File: src/rtl/led_pkg.sv
// Shared constants for the 7-segment scan driver: active-high hex glyphs,
// the blank segment pattern and the scan FSM state encoding.
package led_pkg;

  typedef logic [6:0] seg_t;

  // bit0 = a ... bit6 = g, 1 = segment lit
  localparam seg_t GLYPH_0 = 7'h3F;
  localparam seg_t GLYPH_1 = 7'h06;
  localparam seg_t GLYPH_2 = 7'h5B;
  localparam seg_t GLYPH_3 = 7'h4F;
  localparam seg_t GLYPH_4 = 7'h66;
  localparam seg_t GLYPH_5 = 7'h6D;
  localparam seg_t GLYPH_6 = 7'h7D;
  localparam seg_t GLYPH_7 = 7'h07;
  localparam seg_t GLYPH_8 = 7'h7F;
  localparam seg_t GLYPH_9 = 7'h6F;
  localparam seg_t GLYPH_A = 7'h77;
  localparam seg_t GLYPH_B = 7'h7C;
  localparam seg_t GLYPH_C = 7'h39;
  localparam seg_t GLYPH_D = 7'h5E;
  localparam seg_t GLYPH_E = 7'h79;
  localparam seg_t GLYPH_F = 7'h71;

  localparam seg_t SEG_OFF = 7'h00;

  localparam logic [0:0] ST_GAP   = 1'b0;
  localparam logic [0:0] ST_DRIVE = 1'b1;

endpackage

File: src/rtl/led_scan_driver_if.sv
// Display bus between the UART-side control logic (master) and the scan
// driver (slave): character/blank load path plus the pin-level outputs.
interface led_scan_driver_if #(
  parameter int NUM_DIGITS = 4
);
  logic                    load;
  logic [4*NUM_DIGITS-1:0] chars;
  logic [NUM_DIGITS-1:0]   blank;
  logic [6:0]              seg;
  logic [NUM_DIGITS-1:0]   an;
  logic                    frame_done;

  modport master (output load, chars, blank, input seg, an, frame_done);
  modport slave  (input load, chars, blank, output seg, an, frame_done);
endinterface

File: src/rtl/led_scan_driver_hex_to_7seg.sv
// Combinational hex digit to active-high 7-segment glyph decoder.
module hex_to_7seg
  import led_pkg::*;
(
  input  logic [3:0] hex_i,
  output logic [6:0] seg_o
);

  // glyph lookup
  always_comb begin
    seg_o = SEG_OFF;
    case (hex_i)
      4'h0:    seg_o = GLYPH_0;
      4'h1:    seg_o = GLYPH_1;
      4'h2:    seg_o = GLYPH_2;
      4'h3:    seg_o = GLYPH_3;
      4'h4:    seg_o = GLYPH_4;
      4'h5:    seg_o = GLYPH_5;
      4'h6:    seg_o = GLYPH_6;
      4'h7:    seg_o = GLYPH_7;
      4'h8:    seg_o = GLYPH_8;
      4'h9:    seg_o = GLYPH_9;
      4'hA:    seg_o = GLYPH_A;
      4'hB:    seg_o = GLYPH_B;
      4'hC:    seg_o = GLYPH_C;
      4'hD:    seg_o = GLYPH_D;
      4'hE:    seg_o = GLYPH_E;
      4'hF:    seg_o = GLYPH_F;
      default: seg_o = SEG_OFF;
    endcase
  end

endmodule

File: src/rtl/led_scan_driver.sv
// Time-multiplexed N-digit 7-segment scanner with double-buffered frame data
// and an all-off dead-time gap between digits.
module led_scan_driver
  import led_pkg::*;
#(
  parameter int NUM_DIGITS   = 4,
  parameter int DIGIT_CYCLES = 50000,
  parameter int GAP_CYCLES   = 500,
  parameter int ACTIVE_LOW   = 1
) (
  input  logic               clk,
  input  logic               reset,
  led_scan_driver_if.slave   bus
);

  localparam int MAXC = (DIGIT_CYCLES > GAP_CYCLES) ? DIGIT_CYCLES : GAP_CYCLES;
  localparam int CW   = (MAXC > 1) ? $clog2(MAXC) : 1;
  localparam int IW   = (NUM_DIGITS > 1) ? $clog2(NUM_DIGITS) : 1;

  localparam logic [CW-1:0] DIG_LAST = CW'(DIGIT_CYCLES - 1);
  localparam logic [CW-1:0] GAP_LAST = CW'(GAP_CYCLES - 1);
  localparam logic [IW-1:0] IDX_LAST = IW'(NUM_DIGITS - 1);
  localparam logic          INVERT   = (ACTIVE_LOW != 0);
  localparam logic [NUM_DIGITS-1:0] AN_PIN_OFF  = INVERT ? {NUM_DIGITS{1'b1}} : {NUM_DIGITS{1'b0}};
  localparam logic [6:0]            SEG_PIN_OFF = INVERT ? ~SEG_OFF : SEG_OFF;

  logic [0:0]              state_q, state_d;
  logic [CW-1:0]           cnt_q, cnt_d;
  logic [IW-1:0]           idx_q, idx_d;
  logic                    frame_done_q, frame_done_d;
  logic [4*NUM_DIGITS-1:0] sh_chars_q, sh_chars_d, act_chars_q, act_chars_d;
  logic [NUM_DIGITS-1:0]   sh_blank_q, sh_blank_d, act_blank_q, act_blank_d;
  logic [NUM_DIGITS-1:0]   an_q, an_d;
  logic [6:0]              seg_q, seg_d;

  logic [3:0]              digit_s;
  logic [6:0]              glyph_s;

  assign digit_s = act_chars_q[{idx_q, 2'b00} +: 4];

  hex_to_7seg u_dec (
    .hex_i (digit_s),
    .seg_o (glyph_s)
  );

  // scan sequencing: GAP -> DRIVE -> GAP, advancing the digit on each DRIVE exit
  always_comb begin
    state_d      = state_q;
    cnt_d        = cnt_q;
    idx_d        = idx_q;
    frame_done_d = 1'b0;
    case (state_q)
      ST_GAP: begin
        if (cnt_q == GAP_LAST) begin
          state_d = ST_DRIVE;
          cnt_d   = '0;
        end else begin
          cnt_d = cnt_q + CW'(1);
        end
      end
      ST_DRIVE: begin
        if (cnt_q == DIG_LAST) begin
          state_d = ST_GAP;
          cnt_d   = '0;
          if (idx_q == IDX_LAST) begin
            idx_d        = '0;
            frame_done_d = 1'b1;
          end else begin
            idx_d = idx_q + IW'(1);
          end
        end else begin
          cnt_d = cnt_q + CW'(1);
        end
      end
      default: begin
        state_d = ST_GAP;
        cnt_d   = '0;
        idx_d   = '0;
      end
    endcase
  end

  // a load coinciding with the frame boundary skips the shadow stage
  always_comb begin
    if (bus.load) begin
      sh_chars_d = bus.chars;
      sh_blank_d = bus.blank;
    end else begin
      sh_chars_d = sh_chars_q;
      sh_blank_d = sh_blank_q;
    end
    if (frame_done_q) begin
      act_chars_d = sh_chars_d;
      act_blank_d = sh_blank_d;
    end else begin
      act_chars_d = act_chars_q;
      act_blank_d = act_blank_q;
    end
  end

  // pin values for the current state, polarity applied last
  always_comb begin
    logic [NUM_DIGITS-1:0] an_hi;
    logic [6:0]            seg_hi;
    an_hi  = '0;
    seg_hi = SEG_OFF;
    if (state_q == ST_DRIVE) begin
      an_hi = NUM_DIGITS'(1) << idx_q;
      if (act_blank_q[idx_q]) begin
        seg_hi = SEG_OFF;
      end else begin
        seg_hi = glyph_s;
      end
    end else begin
      an_hi  = '0;
      seg_hi = SEG_OFF;
    end
    an_d  = INVERT ? ~an_hi  : an_hi;
    seg_d = INVERT ? ~seg_hi : seg_hi;
  end

  // state, buffers and output registers
  always_ff @(posedge clk) begin
    if (reset) begin
      state_q      <= ST_GAP;
      cnt_q        <= '0;
      idx_q        <= '0;
      frame_done_q <= 1'b0;
      sh_chars_q   <= '0;
      sh_blank_q   <= '1;
      act_chars_q  <= '0;
      act_blank_q  <= '1;
      an_q         <= AN_PIN_OFF;
      seg_q        <= SEG_PIN_OFF;
    end else begin
      state_q      <= state_d;
      cnt_q        <= cnt_d;
      idx_q        <= idx_d;
      frame_done_q <= frame_done_d;
      sh_chars_q   <= sh_chars_d;
      sh_blank_q   <= sh_blank_d;
      act_chars_q  <= act_chars_d;
      act_blank_q  <= act_blank_d;
      an_q         <= an_d;
      seg_q        <= seg_d;
    end
  end

  assign bus.an         = an_q;
  assign bus.seg        = seg_q;
  assign bus.frame_done = frame_done_q;

endmodule
File: src/flat_wrapper.sv
// flat-port wrapper written by rule: the top's interface ports become plain ports
module led_scan_driver_flat import led_pkg::*;
#(
  parameter int NUM_DIGITS   = 4,
  parameter int DIGIT_CYCLES = 50000,
  parameter int GAP_CYCLES   = 500,
  parameter int ACTIVE_LOW   = 1
)
  (clk, reset, bus_load, bus_chars, bus_blank, bus_seg, bus_an, bus_frame_done);
  led_scan_driver_if #(.NUM_DIGITS(NUM_DIGITS)) bus_i ();
  input  logic clk;
  input  logic reset;
  input wire logic [$bits(bus_i.load)-1:0] bus_load;
  input wire logic [$bits(bus_i.chars)-1:0] bus_chars;
  input wire logic [$bits(bus_i.blank)-1:0] bus_blank;
  output wire logic [$bits(bus_i.seg)-1:0] bus_seg;
  output wire logic [$bits(bus_i.an)-1:0] bus_an;
  output wire logic [$bits(bus_i.frame_done)-1:0] bus_frame_done;
  assign bus_i.load = bus_load;
  assign bus_i.chars = bus_chars;
  assign bus_i.blank = bus_blank;
  assign bus_seg = bus_i.seg;
  assign bus_an = bus_i.an;
  assign bus_frame_done = bus_i.frame_done;
  led_scan_driver #(.NUM_DIGITS(NUM_DIGITS), .DIGIT_CYCLES(DIGIT_CYCLES), .GAP_CYCLES(GAP_CYCLES), .ACTIVE_LOW(ACTIVE_LOW)) u_core (.clk(clk), .reset(reset), .bus(bus_i));
endmodule
File: config.mk
export PLATFORM = sky130hd
export DESIGN_NAME = led_scan_driver_flat
export DESIGN_NICKNAME = d
export VERILOG_FILES = /design/src/rtl/led_pkg.sv /design/src/rtl/led_scan_driver_if.sv /design/src/rtl/led_scan_driver_hex_to_7seg.sv /design/src/rtl/led_scan_driver.sv /design/src/flat_wrapper.sv
export SDC_FILE = /design/constraint.sdc
export NUM_CORES = 1
export LEC_CHECK = 0
export ABC_AREA = 0
export BUFFER_PORTS_ARGS = -buffer_cell sky130_fd_sc_hd__buf_2
export CELL_PAD_IN_SITES_DETAIL_PLACEMENT = 1
export CELL_PAD_IN_SITES_GLOBAL_PLACEMENT = 1
export CORE_MARGIN = 4
export CORE_UTILIZATION = 29
export CTS_BUF_LIST = sky130_fd_sc_hd__clkbuf_4 sky130_fd_sc_hd__clkbuf_8 sky130_fd_sc_hd__clkbuf_16
export CTS_CLUSTER_SIZE = 40
export DETAILED_ROUTE_END_ITERATION = 7
export PLACE_DENSITY = 0.66
export SLEW_MARGIN = 0
export SYNTH_ARGS = -nofsm -noshare
export SYNTH_HDL_FRONTEND = slang
export SYNTH_SLANG_ARGS = --single-unit
File: constraint.sdc
create_clock -name clk -period 3.2 [get_ports clk]
set_input_delay 0.32 -clock clk [delete_from_list [all_inputs] [get_ports clk]]
set_output_delay 0.32 -clock clk [all_outputs]
set_load 0.1 [all_outputs]
## Word level (Yosys, flattened, before mapping)

Memory sizes are Yosys's and may differ from the RTL's.
Index checks and enable logic that the tools add are counted.

- Register bits after elaboration: 71
- Latch bits: 0
- Memory bits (writable): 0
- Bits in read-only memories: 112
- Input port bits: 23
- Output and inout bits: 12
- Logic and storage cells: 40
- Memories: 1

Memory list:

| memory | words | bits a word | read ports | clocked after memory_dff | write ports | line | source |
|---|---|---|---|---|---|---|---|
| (name not given) | 16 | 7 | 1 | 0 | 0 | led_scan_driver_hex_to_7seg.sv:12 | `case (hex_i)` |

- Add/subtract/negate cells: 2
- Multipliers: 0
- Div/mod/pow operators: 0
- $lt $le $gt $ge: 1
- Equality and inequality tests: 3
- Shifts and indexed selects: 2
- Multiplexer cells: 15
- Bitwise gates (word level): 4
- Reduce and logical (&&, ||, !) cells: 2

Operators with widths:

| operator | count |
|---|---|
| $mux W16 | 3 |
| $pmux W16 S2 | 1 |
| $add A16 B1 Y16 const B | 1 |
| $eq A16 B16 Y1 const B | 1 |
| $eq A16 B9 Y1 const B | 1 |
| $shiftx A16 B5 Y4 | 1 |
| $mux W7 | 2 |
| $mux W4 | 2 |
| $not A7 Y7 | 1 |
| $mux W1 | 4 |
| $not A4 Y4 | 1 |
| $shl A1 B2 Y4 const A | 1 |
| $lt A2 B3 Y1 const B | 1 |
| $reduce_or A3 Y1 | 1 |
| $add A2 B1 Y2 const B | 1 |
| $bmux W1 S2 | 1 |
| $eq A2 B2 Y1 const B | 1 |
| $mux W2 | 1 |
| $not A1 Y1 | 2 |
| $pmux W1 S2 | 1 |
| $reduce_and A2 Y1 | 1 |

## Logic depth before layout (Yosys ltp)

Gate-level depths: netlist of run 1.

- Depth after elaboration: 5
- Gate-level depth with buffers: 7
- Depth with buffers taken out: 6

## Cells and area by module

Synthesis of run 1 repeated with hierarchy kept, for this count alone.

- Cells, all modules: 302
- Area total of the unflattened synthesis: 3035.4 um2

By module, submodules not included:

| module | times used | cells an instance | area each (um2) | sequential area each (um2) |
|---|---|---|---|---|
| led_scan_driver | 1 | 269 | 2747.6 | 1421.4 |
| hex_to_7seg | 1 | 33 | 287.8 | 0.0 |

## Least setup slack after synthesis of run 1

No wires, ideal clock.

- Path kind: flip-flop to flip-flop
- Start: register u_core.idx_q[0]
- End: register u_core.seg_q[3] (netlist: u_core.bus.seg[3])
- Library setup time: 74 ps
- Arrival time: 1775 ps
- Data required time: 3126 ps
- Path slack: 1351 ps
- Stages on the path, launching flop included: 8
- Buffers on the path: 1
- Period minus slack after synthesis: 1849 ps
- Path through: dfxtp_1 > buf_2 > mux4_2 > inv_1 > ha_1 > mux2i_1 > and3_1 > a31oi_1

- Cells in the longest elaborated chain, start to end: 5
- Elaborated cells between the ends (all ways): 7
- Those cells by class: shift (1); mux (4); bitwise (1); memory (1)

RTL lines:

| item | line | source |
|---|---|---|
| start: declaration | led_scan_driver.sv:29 | `logic [IW-1:0] idx_q, idx_d;` |
| start signal: assignment | led_scan_driver.sv:138 | `idx_q <= idx_d;` |
| $shiftx A16 B5 Y4 / $bmux W1 S2 (equally long branches) | led_scan_driver.sv:39, led_scan_driver.sv:109 |  |
| $mem_v2 Z16 W7 / $mux W1 (equally long branches) | - |  |
| $mux W7 (*) | led_scan_driver.sv:109 | `if (act_blank_q[idx_q]) begin` |
| $mux W7 (*) | led_scan_driver.sv:107 | `if (state_q == ST_DRIVE) begin` |
| $not A7 Y7 (*) | led_scan_driver.sv:119 | `seg_d = INVERT ? ~seg_hi : seg_hi;` |
| end signal: assignment | led_scan_driver.sv:145 | `seg_q <= seg_d;` |
| end: declaration | led_scan_driver.sv:34 | `logic [6:0] seg_q, seg_d;` |

Mark *: on every way between the ends. The rest lies on a longest branch, timed or not. The select of a mux whose other input is x is not followed.
A chain may end at the register's enable or synchronous reset.

## Worst setup path after layout of run 1

Ends and elaborated chain as after synthesis.

==> metrics, run 1 <==
number of vias per cell after detailed routing=roughly 4.6; endpoint of the lowest-slack register-to-register path=u_core.bus.seg[3]$_SDFF_PP1_; Hold Path Depth=3; Placed Cells=roughly 450; period utilization=66.5%; clock tree from TritonCTS=built; post-CTS setup repair buffer count=0; Hold Slack=221 ps; synth-to-layout area growth=16.9%; post-layout util=34.8%; placer's final routability congestion estimate=0.737; root buffer selected by CTS=sky130_fd_sc_hd__clkbuf_8; number of resized instances in the post-cts repair step=0; worst slew margin relative to its limit=~53%; Max Root-Sink Buffers=2; count of final max-slew check failures=0; area of the mapped netlist=between 2000 and 3000 um2; proportion of synthesized chip area in sequential cells=between 40% and 50%; worst-case setup slack after placement=1070 ps; CP startpoint kind=register; gate count of the mapped netlist=299; total power per unit cell area=507 nW/um2; global-route wire length before repair=roughly 11 mm; Netlist cell types=42; Synthesized Nets=333; setup total negative slack=0 ps; antenna violations before repair=0; global-route total usage across every layer=between 10% and 20%; via count of the first global-routing pass=~2,300; Worst R2R Path Depth=6; power consumption=around 1.7 mW; count of warnings emitted by yosys=0; peak fanout along the critical path=9; largest net degree at the start of global routing=41; startpoint of the lowest-slack register-to-register path=u_core.idx_q[0]$_SDFFE_PP0P_; area of the placeable core=9820 um2; Die Outline Area=11,800 um2; skew final=11.1 ps; post-synthesis register bit count=approximately 70; initial core utilization=29.8%; clock transition at the registers of the reported paths=70 ps; least setup slack across all paths after layout=1070 ps; post-place instance area=3200 um2; Arr. time, crit path=2400 ps; delay contributed by the slowest stage of the critical path=~650 ps; CTS sink count=71; Port Buffers=34; post-route cell area=3420 um2; DRC violation count after routing=0; worst-path cell with the longest stage delay=sky130_fd_sc_hd__mux4_2; total gr overflow=0; type of the most critical hold path=in -> reg; deepest level of the CTS H-tree=3; initial detailed-routing violation count=45; DR vias=2,166; commonest cells after routing, fill and taps aside=sky130_fd_sc_hd__dfxtp_1, sky130_fd_sc_hd__nor2_1, sky130_fd_sc_hd__buf_2, sky130_fd_sc_hd__nand2_1, sky130_fd_sc_hd__mux2i_1; Hold Fails Final Rpt=0; Min-Delay Startpoint=bus_blank[3]; setup slack of the worst register-to-register path=1070 ps; hold bufs inserted after CTS=0; final period demand of the worst path=2130 ps; Critical Path End Type=register; transition time at the pin with the least slew margin=700 ps; max cap viols=0; # diodes=0; estimated wirelength of the detail-placed design=4.40 mm; share of cells above drive strength 1=19.0%; Avg WL per Cell=13.2 um; count of final setup violators=0; Vert. Die Dim=108 um; Max Clk Rate=0.470 GHz; Leakage=1.25 nW; most common cell after layout, fill and taps aside=sky130_fd_sc_hd__dfxtp_1; Die Wd=108 um; Mean Syn Cell Area=9.78 um2; Site Rows=36; detailed-route wire length=6.17 mm; required arrival time at the worst endpoint=around 3500 ps; maximum vdd ir drop=~220 uV; setup repair after global routing missed its margin=no; number of search-and-repair iterations in the first detailed-routing pass=4; Final #Nets=365; clock latency on the worst-skew pair=340 ps; Hold EP=u_core.sh_blank_q[3]$_SDFF_PP1_; CP Cell Sequence=mux4_2 > inv_1 > ha_1 > mux2i_1 > and3_1 > a31oi_1; result of the run=completed; antenna-violating nets left=0; CTS buffer count=9; kind of critical path=reg -> reg; Top Ports=35; Final Instance Count excl. Fillers=469
## power breakdown
part	internal (mW)	total, mW	switching, mW
registers	0.901	0.908	0.00729
logic	0.0283	0.0688	0.0405
clock network	0.442	0.758	0.316
## flip-flops by register name, indices dropped and copies added (netlist names)
register,count
u_core.cnt_q,16
u_core.bus.an,4
u_core.bus.seg,7
u_core.act_blank_q,4
u_core.idx_q,2
u_core.state_q,1
u_core.sh_chars_q,16
u_core.sh_blank_q,4
u_core.bus.frame_done,1
u_core.act_chars_q,16
## metal layers
metal / global-route usage [%] / routed length [um] / part of all wire (%)
met1: 13.7 / 2910 / 47
met2: 18.4 / 2830 / 46
met3: 4.12 / 313 / 5.1
met4: 5.41 / 111 / 1.8
met5: 0 / 0 / 0
## cell families (layout without fill, tap and decap cells)
| group | after synthesis | after routing | share of synthesized area, % |
|---|---|---|---|
| flops | 71 | 71 | 48.6 |
| compound gates | 41 | 41 | 9.32 |
| xor+xnor | 12 | 12 | 3.59 |
| simple gates | 109 | 109 | 18.1 |
| fa+ha+maj | 11 | 11 | 4.70 |
| buf+inv | 27 | 64 | 3.93 |
| mux | 28 | 28 | 11.8 |
## worst max path at each step
stage,to,slack [ps],cells after the start,from
after floorplan,u_core.bus.seg[3]$_SDFF_PP1_,1350,7,u_core.idx_q[0]$_SDFFE_PP0P_
after global placement,u_core.bus.seg[3]$_SDFF_PP1_,1120,6,u_core.idx_q[0]$_SDFFE_PP0P_
after detailed placement,u_core.bus.seg[3]$_SDFF_PP1_,1070,6,u_core.idx_q[0]$_SDFFE_PP0P_
after CTS,u_core.bus.seg[3]$_SDFF_PP1_,1050,6,u_core.idx_q[0]$_SDFFE_PP0P_
after global routing,u_core.bus.seg[3]$_SDFF_PP1_,890,6,u_core.idx_q[0]$_SDFFE_PP0P_
final,u_core.bus.seg[3]$_SDFF_PP1_,1070,6,u_core.idx_q[0]$_SDFFE_PP0P_
## synthesized netlist by cell type
master                     count  share of area, %
sky130_fd_sc_hd__dfxtp_1      71                49
sky130_fd_sc_hd__nor3_2        1              0.34
sky130_fd_sc_hd__nand3_1       8               1.4
sky130_fd_sc_hd__o211ai_1      1              0.26
sky130_fd_sc_hd__or2_2         1              0.21
sky130_fd_sc_hd__a211oi_1     16               4.1
sky130_fd_sc_hd__nor3_1        1              0.17
sky130_fd_sc_hd__nand4_1       6               1.3
sky130_fd_sc_hd__o22ai_1       1              0.21
sky130_fd_sc_hd__and4_1        2              0.60
sky130_fd_sc_hd__nand2_1      22               2.8
sky130_fd_sc_hd__o21ai_0       8               1.4
sky130_fd_sc_hd__xor2_1        5               1.5
sky130_fd_sc_hd__and4b_1       1              0.34
sky130_fd_sc_hd__a31oi_1       1              0.21
sky130_fd_sc_hd__a21oi_1       8               1.4
sky130_fd_sc_hd__nor4bb_1      1              0.34
sky130_fd_sc_hd__clkbuf_8      1              0.47
sky130_fd_sc_hd__o221ai_1      4               1.2
sky130_fd_sc_hd__o211ai_2      1              0.43
sky130_fd_sc_hd__and3_2        1              0.26
sky130_fd_sc_hd__clkinv_1      1              0.13
sky130_fd_sc_hd__nand2b_1      2              0.43
sky130_fd_sc_hd__inv_1        12               1.5
sky130_fd_sc_hd__mux2i_1      22               7.5
sky130_fd_sc_hd__mux2_2        1              0.38
sky130_fd_sc_hd__buf_2         3              0.51
sky130_fd_sc_hd__mux4_2        5               3.8
sky130_fd_sc_hd__and3b_1       1              0.30
sky130_fd_sc_hd__nor2_1       50               6.4
sky130_fd_sc_hd__or4b_4        1              0.47
sky130_fd_sc_hd__nor2b_1       1              0.21
sky130_fd_sc_hd__clkbuf_1      8               1.0
sky130_fd_sc_hd__nor4_1        4              0.86
sky130_fd_sc_hd__or3_1         2              0.43
sky130_fd_sc_hd__and4_4        1              0.38
sky130_fd_sc_hd__o21ai_1       1              0.17
sky130_fd_sc_hd__ha_1         11               4.7
sky130_fd_sc_hd__and3_1        2              0.43
sky130_fd_sc_hd__buf_1         2              0.26
sky130_fd_sc_hd__xnor2_1       7               2.1
sky130_fd_sc_hd__and4bb_2      1              0.43
## worst max-delay path, delay by kind of cell, from the launching register on
family / cells / cell delay [ps]
muxes: 2 / 760
DFF: 1 / 620
adders and majority gates: 1 / 240
and+or+nand+nor: 1 / 190
buffers and inverters: 1 / 140
AOI/OAI and AO/OA: 1 / 120
## final cells by class
| type | instances | area (um2) |
|---|---|---|
| Clock inverter | 2 | 37.5 |
| Tap cell | 133 | 166 |
| Fill cell | 1166 | 6400 |
| Sequential cell | 71 | 1420 |
| Multi-Input combinational cell | 201 | 1390 |
| Timing Repair Buffer | 35 | 178 |
| Inverter | 13 | 48.8 |
| Clock buffer | 14 | 180 |
Power figures use the tool's default switching activity.
==> run 2: changes to the inputs <==
Settings changed: ABC_AREA 0 to 1, PLACE_DENSITY 0.66 to 0.68.
Clock period 3.2 ns to 2 ns, I/O delays scaled along.
==> metrics, run 2 <==
result of the run=completed (unchanged); total power per unit cell area=743 nW/um2 (was 507 nW/um2); placer's final routability congestion estimate=0.849 (was 0.737); DR vias=2,592 (was 2,166); # diodes=0 (unchanged); CTS sink count=71 (unchanged); Max Clk Rate=0.572 GHz (was 0.470 GHz); Final #Nets=472 (was 365); area of the placeable core=10,800 um2 (was 9820 um2); estimated wirelength of the detail-placed design=5.54 mm (was 4.40 mm); total gr overflow=0 (unchanged); top_reg_cell synth=sky130_fd_sc_hd__dfxtp_1 (unchanged); post-synthesis register bit count=71 (unchanged); clock tree from TritonCTS=built (unchanged); number of search-and-repair iterations in the first detailed-routing pass=4 (unchanged); post-layout util=34.6% (was 34.8%); Critical Path End Type=register (unchanged); worst slew margin relative to its limit=59.1% (was 53.3%); required arrival time at the worst endpoint=2290 ps (was 3470 ps); post-CTS setup repair buffer count=0 (unchanged); post-place instance area=3520 um2 (was 3200 um2); gate count of the mapped netlist=401 (was 299); transition time at the pin with the least slew margin=614 ps (was 700 ps); synth-to-layout area growth=17.1% (was 16.9%); Top Ports=35 (unchanged); global-route wire length before repair=13.0 mm (was 10.6 mm); Port Buffers=34 (unchanged); Die Outline Area=12,700 um2 (was 11,800 um2); cell types with the largest area share after synthesis=sky130_fd_sc_hd__dfxtp_1, sky130_fd_sc_hd__nand2_1, sky130_fd_sc_hd__mux2i_1 (was sky130_fd_sc_hd__dfxtp_1, sky130_fd_sc_hd__mux2i_1, sky130_fd_sc_hd__nor2_1); deepest level of the CTS H-tree=3 (unchanged); Regs by FF count=u_core.act_chars_q (16), u_core.cnt_q (16), u_core.sh_chars_q (16) (unchanged); Netlist cell types=28 (was 42); Synth top area share=44.5% (was 48.6%); most common cell after layout, fill and taps aside=sky130_fd_sc_hd__nand2_1 (was sky130_fd_sc_hd__dfxtp_1); Arr. time, crit path=2040 ps (was 2400 ps); power consumption=2.78 mW (was 1.74 mW); post-route cell area=3740 um2 (was 3420 um2); detailed-route wire length=7.45 mm (was 6.17 mm); count of flip-flops with a built-in enable after synthesis=0 (unchanged); Mean Syn Cell Area=7.96 um2 (was 9.78 um2); CTS buffer count=9 (unchanged); DRC violation count after routing=0 (unchanged); antenna-violating nets left=0 (unchanged); Final Instance Count excl. Fillers=583 (was 469); setup total negative slack=0 ps (unchanged); number of vias per cell after detailed routing=4.45 (was 4.62); type of the most critical hold path=in -> reg (unchanged); CP startpoint kind=register (unchanged); Avg WL per Cell=12.8 um (was 13.2 um); period utilization=87.4% (was 66.5%); Site Rows=38 (was 36); share of cells above drive strength 1=21.4% (was 19.0%); final period demand of the worst path=1750 ps (was 2130 ps); leading post-synthesis cells by instance count=sky130_fd_sc_hd__nand2_1, sky130_fd_sc_hd__dfxtp_1, sky130_fd_sc_hd__nor2_1, sky130_fd_sc_hd__inv_1, sky130_fd_sc_hd__nand3_1 (was sky130_fd_sc_hd__dfxtp_1, sky130_fd_sc_hd__nor2_1, sky130_fd_sc_hd__mux2i_1, sky130_fd_sc_hd__nand2_1, sky130_fd_sc_hd__a211oi_1); Die Wd=113 um (was 108 um); global-route total usage across every layer=12.6% (was 11.5%); area of the mapped netlist=3190 um2 (was 2930 um2); kind of critical path=reg -> reg (unchanged); cell taking the most area after synthesis=sky130_fd_sc_hd__dfxtp_1 (unchanged); setup repair after global routing missed its margin=no (unchanged); count of warnings emitted by yosys=0 (unchanged); Placed Cells=567 (was 453); Leakage=1.67 nW (was 1.25 nW); most numerous cell in the Yosys netlist=sky130_fd_sc_hd__nand2_1 (was sky130_fd_sc_hd__dfxtp_1); proportion of synthesized chip area in sequential cells=44.5% (was 48.6%); count of final max-slew check failures=0 (unchanged); Hold Fails Final Rpt=0 (unchanged); skew final=7.55 ps (was 11.1 ps); Post-synth ARST share=0% (unchanged); maximum vdd ir drop=221 uV (about the same); max cap viols=0 (unchanged); initial detailed-routing violation count=52 (was 45); via count of the first global-routing pass=2,823 (was 2,271); root buffer selected by CTS=sky130_fd_sc_hd__clkbuf_8 (unchanged); commonest cells after routing, fill and taps aside=sky130_fd_sc_hd__nand2_1, sky130_fd_sc_hd__dfxtp_1, sky130_fd_sc_hd__nor2_1, sky130_fd_sc_hd__inv_1, sky130_fd_sc_hd__buf_2 (was sky130_fd_sc_hd__dfxtp_1, sky130_fd_sc_hd__nor2_1, sky130_fd_sc_hd__buf_2, sky130_fd_sc_hd__nand2_1, sky130_fd_sc_hd__mux2i_1); largest net degree at the start of global routing=27 (was 41); peak fanout along the critical path=8 (was 9); clock transition at the registers of the reported paths=80 ps (was 70 ps); count of final setup violators=0 (unchanged); antenna violations before repair=0 (unchanged); Vert. Die Dim=113 um (was 108 um); Max Root-Sink Buffers=2 (unchanged); clock latency on the worst-skew pair=350 ps (was 340 ps); Synthesized Nets=435 (was 333); initial core utilization=29.6% (was 29.8%)
run 2: cell count changes after synthesis, sizes merged, moves of 5 or more:
cell / delta
nand3: +20
inv: +36
a211oi: -16
o211ai: +15
nor2: +10
mux4: -5
nand2: +79
run 2: critical path: stages, from the launching register on:
cell and delay (ps):
sky130_fd_sc_hd__dfxtp_1 500, sky130_fd_sc_hd__inv_2 150, sky130_fd_sc_hd__nand3_1 120, sky130_fd_sc_hd__nand2_1 160, sky130_fd_sc_hd__inv_1 160, sky130_fd_sc_hd__ha_1 180, sky130_fd_sc_hd__inv_1 70, sky130_fd_sc_hd__a21oi_1 210
sky130_fd_sc_hd__nand2_1 70, sky130_fd_sc_hd__nand3_1 70
run 2: layout make-up:
type | instances | area, um2
Multi-Input combinational cell | 268 | 1520
Fill cell | 1325 | 7060
Inverter | 48 | 180
Clock inverter | 4 | 53.8
Tap cell | 140 | 175
Sequential cell | 71 | 1420
Clock buffer | 12 | 159
Timing Repair Buffer | 40 | 230
run 2: timing repair:
item,CTS,global route
endpoints found under the setup margin,0,2
resized for setup,0,1
hold buffers,0,0
run 2: cell families after synthesis:
kind of cell,share of synthesized area (%)
AO/OA/AOI/OAI,6.71
XOR/XNOR,2.47
adder cells (fa/ha/maj),4.31
buffers and inverters,7.92
flip-flops,44.5
multiplexers,6.27
AND/OR/NAND/NOR,27.8
run 2: worst paths after layout:
check	start	endpoint	slack, ps	cells after the start
hold / removal	bus_blank[0]	u_core.sh_blank_q[0]$_SDFF_PP1_	80	3
setup / recovery	u_core.idx_q[1]$_SDFFE_PP0P_	u_core.bus.seg[0]$_SDFF_PP1_	250	9
hold reg to reg	u_core.cnt_q[0]$_SDFF_PP0_	u_core.cnt_q[0]$_SDFF_PP0_	460	1
setup reg to reg	u_core.idx_q[1]$_SDFFE_PP0P_	u_core.bus.seg[0]$_SDFF_PP1_	250	9
run 2: power by group:
group          internal, mW  switching, mW
logic                0.0495         0.0707
registers              1.44        0.00995
clock network         0.660          0.546
total                  2.15          0.627
run 2: layer usage:
layer,global-route usage [%],share of wire [%],up-vias,wire length [um]
met5,0,0,-,0
met4,5.45,1.6,0,118
met3,2.94,3.5,8,259
met2,21.6,48,33,3590
met1,14.9,47,1211,3480
li1,-,-,1340,-
run 2: metrics by stage:
stage / setup WS, ps / hold WS [ps]
after global placement: 364 / 439
after floorplan: 205 / 335
final: 252 / 82.4
after global routing: 45.2 / 82.4
after detailed placement: 222 / 446
after CTS: 197 / 66.2
==> run 3: changes to the inputs <==
Settings changed: CTS_CLUSTER_DIAMETER set to 50, CTS_CLUSTER_SIZE 40 to not set, SYNTH_HIERARCHICAL set to 1.
==> metrics, run 3 <==
CTS sink count=71 (unchanged); count of final setup violators=0 (unchanged); power consumption=2.65 mW (was 2.78 mW); worst-path cell with the longest stage delay=sky130_fd_sc_hd__dfxtp_2 (was sky130_fd_sc_hd__dfxtp_1); area used by sequential logic in the layout=1420 um2 (unchanged); antenna-violating nets left=0 (unchanged); synth-to-layout area growth=16.8% (was 17.1%); CTS buffer count=9 (unchanged); Min-Delay Startpoint=bus_blank[3] (was bus_blank[0]); skew final=12.6 ps (was 7.55 ps); switching share of power=25.8% (was 22.6%); Vert. Die Dim=112 um (was 113 um); number of search-and-repair iterations in the first detailed-routing pass=4 (unchanged); area of the mapped netlist=3160 um2 (was 3190 um2); post-CTS setup repair buffer count=0 (unchanged); clock latency on the worst-skew pair=350 ps (about the same); cell types with the largest area share after synthesis=sky130_fd_sc_hd__dfxtp_1, sky130_fd_sc_hd__nand2_1, sky130_fd_sc_hd__nor2_1 (was sky130_fd_sc_hd__dfxtp_1, sky130_fd_sc_hd__nand2_1, sky130_fd_sc_hd__mux2i_1); Hold Fails Final Rpt=0 (unchanged); Site Rows=37 (was 38); Max Root-Sink Buffers=2 (unchanged); total power per unit cell area=717 nW/um2 (was 743 nW/um2); switching power total=0.684 mW (was 0.627 mW); count of final max-slew check failures=0 (unchanged); Avg WL per Cell=12.6 um (was 12.8 um); CP startpoint kind=register (unchanged); number of resized instances in the post-cts repair step=0 (unchanged); Hold Slack=102 ps (was 82.4 ps); start point of the critical path=u_core/idx_q[0]$_SDFFE_PP0P_ (was u_core.idx_q[1]$_SDFFE_PP0P_); Netlist cell types=30 (was 28); Buffers & Inverters on Critical Path=2 (was 3); number of filler instances in the final layout=1,320 (was 1,325); required arrival time at the worst endpoint=2220 ps (was 2290 ps); cell taking the most area after synthesis=sky130_fd_sc_hd__dfxtp_1 (unchanged); result of the run=completed (unchanged); setup total negative slack=0 ps (unchanged); setup slack of the worst register-to-register path=190 ps (was 250 ps); placer's final routability congestion estimate=0.774 (was 0.849); Die Wd=112 um (was 113 um); max cap viols=0 (unchanged); Synthesized Nets=437 (was 435); fraction of power consumed by the clock network=40.8% (was 43.4%); top_reg_cell synth=sky130_fd_sc_hd__dfxtp_1 (unchanged); Regs by FF count=u_core/act_chars_q (16), u_core/cnt_q (16), u_core/sh_chars_q (16) (was u_core.act_chars_q (16), u_core.cnt_q (16), u_core.sh_chars_q (16)); worst slew margin relative to its limit=57.9% (was 59.1%); category of cells accounting for the largest share of critical-path delay=simple AND/OR/NAND/NOR gates (was flip-flops); total gr overflow=0 (unchanged); via count of the first global-routing pass=2,667 (was 2,823); initial core utilization=30.2% (was 29.6%); antenna violations before repair=0 (unchanged); Synth top area share=45.0% (was 44.5%); DR vias=2,623 (was 2,592); internal power of the cells=1.96 mW (was 2.15 mW); gate count of the mapped netlist=402 (was 401); type of the most critical hold path=in -> reg (unchanged); Critical Path End Type=register (unchanged); leading post-synthesis cells by instance count=sky130_fd_sc_hd__nand2_1, sky130_fd_sc_hd__dfxtp_1, sky130_fd_sc_hd__nor2_1, sky130_fd_sc_hd__inv_1, sky130_fd_sc_hd__nand3_1 (unchanged); Top Ports=35 (unchanged); number of vias per cell after detailed routing=4.52 (was 4.45); multi-input logic area=1500 um2 (was 1520 um2); count of warnings emitted by yosys=6 (was 0); initial detailed-routing violation count=75 (was 52); clock tree from TritonCTS=built (unchanged); estimated wirelength of the detail-placed design=5.64 mm (was 5.54 mm); share of cells above drive strength 1=17.8% (was 21.4%); maximum vdd ir drop=291 uV (was 221 uV); root buffer selected by CTS=sky130_fd_sc_hd__clkbuf_8 (unchanged); Post-synth ARST share=0% (unchanged); hold bufs inserted after CTS=0 (unchanged); period utilization=90.7% (was 87.4%); detailed-route wire length=7.33 mm (was 7.45 mm); global-route wire length before repair=12.9 mm (was 13.0 mm); delay contributed by the slowest stage of the critical path=370 ps (was 500 ps); commonest cells after routing, fill and taps aside=sky130_fd_sc_hd__nand2_1, sky130_fd_sc_hd__nor2_1, sky130_fd_sc_hd__dfxtp_1, sky130_fd_sc_hd__inv_1, sky130_fd_sc_hd__buf_2 (was sky130_fd_sc_hd__nand2_1, sky130_fd_sc_hd__dfxtp_1, sky130_fd_sc_hd__nor2_1, sky130_fd_sc_hd__inv_1, sky130_fd_sc_hd__buf_2); peak fanout along the critical path=9 (was 8); post-synthesis register bit count=71 (unchanged); post-layout util=35.3% (was 34.6%); Max Clk Rate=0.551 GHz (was 0.572 GHz); largest net degree at the start of global routing=31 (was 27); # diodes=0 (unchanged); most numerous cell on the critical path=sky130_fd_sc_hd__nor2_1; deepest level of the CTS H-tree=3 (unchanged); Arr. time, crit path=2030 ps (was 2040 ps); most common cell after layout, fill and taps aside=sky130_fd_sc_hd__nand2_1 (unchanged); Die Outline Area=12,600 um2 (was 12,700 um2); transition time at the pin with the least slew margin=632 ps (was 614 ps); Placed Cells=564 (was 567); clock transition at the registers of the reported paths=90 ps (was 80 ps); Port Buffers=34 (unchanged); global-route total usage across every layer=12.4% (was 12.6%); area of the placeable core=10,500 um2 (was 10,800 um2); count of flip-flops with a built-in enable after synthesis=0 (unchanged); DRC violation count after routing=0 (unchanged); kind of critical path=reg -> reg (unchanged); proportion of synthesized chip area in sequential cells=45.0% (was 44.5%); most numerous cell in the Yosys netlist=sky130_fd_sc_hd__nand2_1 (unchanged); final period demand of the worst path=1810 ps (was 1750 ps); Mean Syn Cell Area=7.87 um2 (was 7.96 um2); CP Cell Sequence=inv_1 > nor2_1 > o22ai_2 > inv_1 > ha_1 > nand2_2 > nand2_2 > nor2_1 > nor2_1 > nand3_1 (was inv_2 > nand3_1 > nand2_1 > inv_1 > ha_1 > inv_1 > a21oi_1 > nand2_1 > nand3_1); share of power burned in combinational logic=4.3% (about the same); startpoint of the lowest-slack register-to-register path=u_core/idx_q[0]$_SDFFE_PP0P_ (was u_core.idx_q[1]$_SDFFE_PP0P_); Final Instance Count excl. Fillers=580 (was 583); Final #Nets=474 (was 472); Leakage=1.61 nW (was 1.67 nW); setup repair after global routing missed its margin=no (unchanged); Sequential Power Share=54.9% (was 52.2%)
-- run 3: cell types whose count changed after synthesis, sizes merged, moves of 2 or more --
cell	previous run	this run
inv	48	41
buf	7	9
xnor2	5	3
nor2	60	73
nand2	101	86
o21ai	6	18
nand3	28	26
a21oi	9	4
o22ai	0	4
-- run 3: area by class of cell --
| type | instances | area share [%] |
|---|---|---|
| multi-input combinational | 273 | 40.6 |
| clock buffer | 9 | 3.35 |
| sequential | 71 | 38.5 |
| clock inverter | 7 | 1.66 |
| timing repair buffer | 43 | 6.85 |
| inverter | 41 | 4.37 |
| tap | 136 | 4.61 |
-- run 3: per-stage QoR --
stage / cell area (um2) / setup slack (ps)
2_1_floorplan: 3160 / 79.7
4_1_cts: 3680 / 7.30
3_5_place_dp: 3490 / 34.0
6_report: 3690 / 185
3_3_place_gp: 3490 / 157
5_1_grt: 3690 / 12.9
-- run 3: cell families (layout without fill, tap and decap cells) --
logic type	count (synthesis)	count (layout)	share of synthesized area [%]
AOI/OAI and AO/OA	43	43	8.35
DFF	71	71	45.0
and+or+nand+nor	191	191	25.7
muxes	20	20	6.33
xor gates and xnor gates	7	7	1.94
buffers and inverters	58	100	7.99
adders and majority gates	12	12	4.75
-- run 3: worst paths after layout --
kind / cells past startpoint / endpoint
hold reg to reg: 2 / u_core/sh_blank_q[3]$_SDFF_PP1_
setup / recovery: 10 / u_core/bus.seg[3]$_SDFF_PP1_
hold / removal: 3 / u_core/sh_blank_q[3]$_SDFF_PP1_
setup reg to reg: 10 / u_core/bus.seg[3]$_SDFF_PP1_
-- run 3: worst reg2reg max path: stages, from the launching register on --
cell                      delay (ps)
sky130_fd_sc_hd__dfxtp_2         370
sky130_fd_sc_hd__inv_1           180
sky130_fd_sc_hd__nor2_1           80
sky130_fd_sc_hd__o22ai_2         270
sky130_fd_sc_hd__inv_1           150
sky130_fd_sc_hd__ha_1            320
sky130_fd_sc_hd__nand2_2          50
sky130_fd_sc_hd__nand2_2          80
sky130_fd_sc_hd__nor2_1           40
sky130_fd_sc_hd__nor2_1           80
sky130_fd_sc_hd__nand3_1          70
-- run 3: metal layers --
layer / part of all wire [%] / global-route usage, %
met2: 44 / 18.8
met3: 3.5 / 2.37
met4: 1.9 / 5.13
met5: 0 / 0
met1: 51 / 17.2
-- run 3: power by group through the flow --
stage / sequential (mW) / combinational [mW] / clock [mW]
after floorplan: 1.48 / 0.0765 / 0
after global placement: 1.48 / 0.114 / 0
after detailed placement: 1.49 / 0.117 / 0
after CTS: 1.45 / 0.117 / 1.13
after global routing: 1.46 / 0.131 / 1.20
final: 1.45 / 0.114 / 1.08
